$ cat src/rtl/fifo_wr_arbiter.sv
// Round-robin arbiter sharing the single FIFO write port among NUM_REQ requesters.
// Only one registered write is in flight; rejected writes are retried up to MAX_RETRY times.
module fifo_wr_arbiter #(
   parameter int unsigned FIFO_WIDTH = 16,
   parameter int unsigned NUM_REQ    = 4,
   parameter int unsigned MAX_RETRY  = 3
) (
   input  logic                          clk,
   input  logic                          rst_n,
   input  logic [NUM_REQ-1:0]            req,
   input  logic [NUM_REQ*FIFO_WIDTH-1:0] req_data,
   output logic [NUM_REQ-1:0]            gnt,
   output logic [NUM_REQ-1:0]            drop,
   output logic                          fifo_wr_en,
   output logic [FIFO_WIDTH-1:0]         fifo_data_in,
   input  logic                          fifo_wr_ack,
   input  logic                          fifo_full,
   input  logic                          fifo_almostfull,
   output logic                          busy,
   output logic [15:0]                   drop_count
);

   localparam int unsigned PW = (NUM_REQ > 1) ? $clog2(NUM_REQ) : 1;
   localparam int unsigned RW = (MAX_RETRY > 1) ? $clog2(MAX_RETRY) : 1;
   localparam logic [PW-1:0] LAST_IDX = PW'(NUM_REQ - 1);
   localparam logic [RW-1:0] LAST_TRY = RW'(MAX_RETRY - 1);

   typedef enum logic [1:0] {IDLE, ISSUE, ACK} state_t;

   state_t                  state_q, state_d;
   logic [PW-1:0]           ptr_q, ptr_d, sel_q, sel_d;
   logic [PW-1:0]           pick, cand, sel_inc;
   logic [PW:0]             sum;
   logic                    found;
   logic [RW-1:0]           retry_q, retry_d;
   logic                    wr_en_d;
   logic [FIFO_WIDTH-1:0]   data_d;
   logic [NUM_REQ-1:0]      gnt_d, drop_d;
   logic [15:0]             dcnt_d;
   logic [FIFO_WIDTH-1:0]   data_arr [NUM_REQ];
   logic                    unused_almostfull;

   // With a single write in flight the full flag alone is sufficient.
   assign unused_almostfull = fifo_almostfull;

   for (genvar g = 0; g < NUM_REQ; g++) begin : g_split
      assign data_arr[g] = req_data[g*FIFO_WIDTH +: FIFO_WIDTH];
   end

   // First active request at or after ptr, wrapping past NUM_REQ-1.
   always_comb begin
      found = 1'b0;
      pick  = ptr_q;
      sum   = '0;
      cand  = '0;
      for (int unsigned i = 0; i < NUM_REQ; i++) begin
         sum = {1'b0, ptr_q} + (PW+1)'(i);
         if (sum >= (PW+1)'(NUM_REQ)) sum = sum - (PW+1)'(NUM_REQ);
         cand = sum[PW-1:0];
         if (!found && req[cand]) begin
            found = 1'b1;
            pick  = cand;
         end
      end
   end

   assign sel_inc = (sel_q == LAST_IDX) ? '0 : sel_q + 1'b1;

   always_comb begin
      state_d = state_q;
      ptr_d   = ptr_q;
      sel_d   = sel_q;
      retry_d = retry_q;
      wr_en_d = 1'b0;
      data_d  = fifo_data_in;
      gnt_d   = '0;
      drop_d  = '0;
      dcnt_d  = drop_count;
      unique case (state_q)
         IDLE: begin
            if (found && !fifo_full) begin
               sel_d   = pick;
               wr_en_d = 1'b1;
               data_d  = data_arr[pick];
               state_d = ISSUE;
            end
         end
         ISSUE: state_d = ACK;
         ACK: begin
            state_d = IDLE;
            if (fifo_wr_ack) begin
               gnt_d[sel_q] = 1'b1;
               ptr_d        = sel_inc;
               retry_d      = '0;
            end else if (retry_q != LAST_TRY) begin
               // Pointer stays on the rejected requester so it wins the next round.
               retry_d = retry_q + 1'b1;
               ptr_d   = sel_q;
            end else begin
               drop_d[sel_q] = 1'b1;
               if (drop_count != '1) dcnt_d = drop_count + 16'd1;
               ptr_d   = sel_inc;
               retry_d = '0;
            end
         end
         default: state_d = IDLE;
      endcase
   end

   always_ff @(posedge clk or negedge rst_n) begin
      if (!rst_n) begin
         state_q      <= IDLE;
         ptr_q        <= '0;
         sel_q        <= '0;
         retry_q      <= '0;
         fifo_wr_en   <= 1'b0;
         fifo_data_in <= '0;
         gnt          <= '0;
         drop         <= '0;
         drop_count   <= '0;
      end else begin
         state_q      <= state_d;
         ptr_q        <= ptr_d;
         sel_q        <= sel_d;
         retry_q      <= retry_d;
         fifo_wr_en   <= wr_en_d;
         fifo_data_in <= data_d;
         gnt          <= gnt_d;
         drop         <= drop_d;
         drop_count   <= dcnt_d;
      end
   end

   assign busy = (state_q != IDLE);

endmodule

$ cat config.mk
export PLATFORM = sky130hd
export DESIGN_NAME = fifo_wr_arbiter
export DESIGN_NICKNAME = d
export VERILOG_FILES = /design/src/rtl/fifo_wr_arbiter.sv
export SDC_FILE = /design/constraint.sdc
export NUM_CORES = 1
export LEC_CHECK = 0
export CORE_MARGIN = 5
export CORE_UTILIZATION = 42
export DETAILED_ROUTE_END_ITERATION = 10
export PLACE_DENSITY = 0.81
export REMOVE_ABC_BUFFERS = 1
export SYNTH_ARGS = -nofsm -noshare
export SYNTH_HDL_FRONTEND = slang
export SYNTH_SLANG_ARGS = --single-unit
$ cat constraint.sdc
create_clock -name clk -period 2 [get_ports clk]
set_input_delay 0.4 -clock clk [delete_from_list [all_inputs] [get_ports clk]]
set_output_delay 0.4 -clock clk [all_outputs]
set_load 0.03 [all_outputs]
==> metrics.md <==
| Metric | Value |
|---|---|
| Max-Cap Viols | 0 |
| Total gr overflow | 0 |
| Total power | roughly 4.2 mW |
| Top cells by instance count after synthesis | dfrtp_1, mux2i_1, nand2_1 |
| Rel. slew slack | between 60% and 70% |
| Setup TNS | 0 ps |
| H-tree Lvls | 2 |
| Count of final setup violators | 0 |
| Largest net degree at the start of global routing | 25 |
| # nets final | approximately 430 |
| Pwr dens | roughly 1000 nW/µm² |
| Root Buffer | clkbuf_8 |
| Startpoint types | flip-flop |
| Post-DRT Antenna Nets | 0 |
| TritonRoute pass-1 iters | 4 |
| Vias in the first global route | about 2,300 |
| Clock skew | 3.90 ps |
| RSZ-0062 raised after global routing | no |
| Warnings, synthesis | 0 |
| Post-Syn Area | around 2600 µm² |
| Crit end category | output pin |
| Cell Count, Final, Fillers Out | 427 |
| Clock buffer depth | 2 |
| Bufs and invs on worst path | 1 |
| Wire length of the first global-routing pass | about 11,000 µm |
| Async set-or-reset flop fraction in the synthesized netlist | between 90% and 100% |
| Largest stage delay on the critical path | 710 ps |
| FP Rows | 28 |
| Latest clock arrival within the worst-skew pair | 300 ps |
| Finished Core Util | roughly two thirds |
| Worst reg2reg setup slack | approximately 160 ps |
| CTS Hold Bufs | 0 |
| Reg-to-Reg Start | drop_count[8]$_DFFE_PN0P_ |
| I/O pin count | 115 |
| Dpl hpwl | ~5200 µm |
| Tmin final | about 1900 ps |
| Top-count cell post-synth | dfrtp_1 |
| Top delay family on crit path | buffers and inverters |
| Ratio of cells with drive above 1 in the final layout | a little under an eighth |
| Synth top area cells | dfrtp_1, mux2i_1, o221ai_2, nand2_1, xnor2_1 |
| Count of pins over their slew limit | 0 |
| Setup Crit Path Kind | flip-flop to output pin |
| Slew @ Worst Pin | 528 ps |
| Synth Flop Type | dfrtp_1 |
| Die area | between 7000 and 8000 µm² |
| Pleak | 1.79 nW |
| Number of clock sinks | 49 |
| Synth Area per Inst | 11.4 µm² |
| GRT Util Overall | between 15 and 20% |
| Total CTS buffers | 5 |
| Final wirelength | approximately 6500 µm |
| FMAX | 0.535 GHz |
| Reg2Reg Depth | 5 |
| Initial antenna violation count | 0 |
| Min-Delay Path Class | input pin to async pin |
| R2R Path End | drop_count[15]$_DFFE_PN0P_ |
| Worst-path fanout max | 5 |
| Slowest cell on crit path | clkdlybuf4s50_1 |
| Core area | about 5900 µm² |
| Via/cell ratio | a little over 5 |
| Netlist cell types | 38 |
| EDFF count, synth | 0 |
| Critical path arrival | approximately 1500 ps |
| Die Wd | 88.1 µm |
| Starting Density | approximately 43% |
| Worst-path cell chain | clkdlybuf4s50_1 |
| Register area share after synthesis | roughly 48% |
| CTS clk-pin slew, worst paths | approximately 80 ps |
| Routed via count | 2,177 |
| Area grow syn2layout | 56.1% |
| Final Cell Area | 4000 µm² |
| Ant diodes | 0 |
| RD Place Congestion | 0.764 |
| Leading area contributor after synthesis | dfrtp_1 |
| Req. time, crit path | ~1600 ps |
| CTS tree | done |
| Count of final hold-check violations | 0 |
| Yosys reg bits | 49 |
| Peak supply drop | between 0.0006 and 0.0007 V |
| Die H | ~90 µm |
| DRC | 0 |
| Final period utilization | a little over 90% |
| Post-DP Area | 3880 µm² |
| Cells after Synth | about 220 |
| Status | complete, no violations |
| Top cell type's share of synthesized area | a little under half |
| Initial drt markers | around 70 |
| I/O Buffers | between 100 and 150 |
| Dpl cells | 419 |
| Routed wire length per instance | approximately 15 µm |
power by group:
part           switching (mW)  internal (mW)  total (mW)
logic                    1.05          0.960        2.01
clock network           0.314          0.408       0.721
registers               0.181           1.25        1.43
metrics by stage:
step	hold slack [ps]	worst slack, ps
2_1_floorplan	104	-1280
3_3_place_gp	412	-163
3_5_place_dp	409	-185
4_1_cts	70.2	27.1
5_1_grt	96.8	20.7
6_report	63.0	132
what timing repair did:
action	CTS	global route
endpoints found under the setup margin	0	2
buffers inserted	0	0
gates resized for setup	0	1
metal layers:
layer	routed length (µm)	up-vias	track usage (%)
met4	86	0	6.18
met5	0	-	0
li1	-	1063	-
met3	419	7	4.05
met1	2570	1047	20.6
met2	3460	60	30.7
kinds of logic after synthesis:
group                      after synthesis  share of synthesized area, %
and+or+nand+nor                         71                          14.1
DFF                                     49                          47.9
muxes                                   36                          14.2
AOI/OAI and AO/OA                       31                          12.3
buffers and inverters                   17                          3.96
xor gates and xnor gates                15                          5.13
adders and majority gates                5                          2.44
worst max-delay path by stage:
stage                                   start                           end  slack (ps)  cells past startpoint
floorplan                              req[0]   fifo_data_in[0]$_DFFE_PN0P_       -1280                      4
detailed placement                     req[0]  fifo_data_in[10]$_DFFE_PN0P_        -190                      7
finish              drop_count[6]$_DFFE_PN0P_                 drop_count[6]         130                      1
global placement                       req[0]   fifo_data_in[9]$_DFFE_PN0P_        -160                      7
CTS                    state_q[1]$_DFFE_PN0P_                          busy          30                      2
global route        drop_count[0]$_DFFE_PN0P_    drop_count[15]$_DFFE_PN0P_          20                      6
layout by cell type (no fill, tap or decap), types with 2 or more instances in the layout:
cell type,synthesis,final
mux2i_1,33,33
and3_1,7,7
nand4_1,3,3
clkbuf_8,0,6
a21oi_1,4,4
o21ai_0,2,2
dfrtp_1,49,49
buf_12,1,3
ha_1,5,5
and2_1,4,4
mux2_2,2,2
o221ai_2,9,9
or3_1,2,2
xnor2_1,10,10
nand2b_1,3,3
xor2_1,5,5
and4_1,2,2
inv_1,6,6
nor3_1,3,3
o21ai_1,3,2
nor2b_1,4,4
nor2_1,6,6
clkdlybuf4s50_1,0,111
o221ai_1,8,8
buf_4,0,13
inv_2,2,2
nand2_1,28,28
or2_1,3,3
nand3_1,3,3
cell type report:
| cell class | count | area [µm²] |
|---|---|---|
| Fill cell | 476 | 1920 |
| Tap cell | 75 | 93.8 |
| Clock buffer | 7 | 86.3 |
| Clock inverter | 1 | 30.0 |
| Timing Repair Buffer | 129 | 1290 |
| Multi-Input combinational cell | 158 | 1240 |
| Sequential cell | 49 | 1230 |
| Inverter | 8 | 30.0 |
registers in the layout, summed over array words and instances (netlist names):
signal        flops
fifo_data_in     16
gnt               4
sel_q             2
state_q           2
ptr_q             2
retry_q           2
fifo_wr_en        1
drop_count       16
drop              4
(Power assumes the default switching activity.)
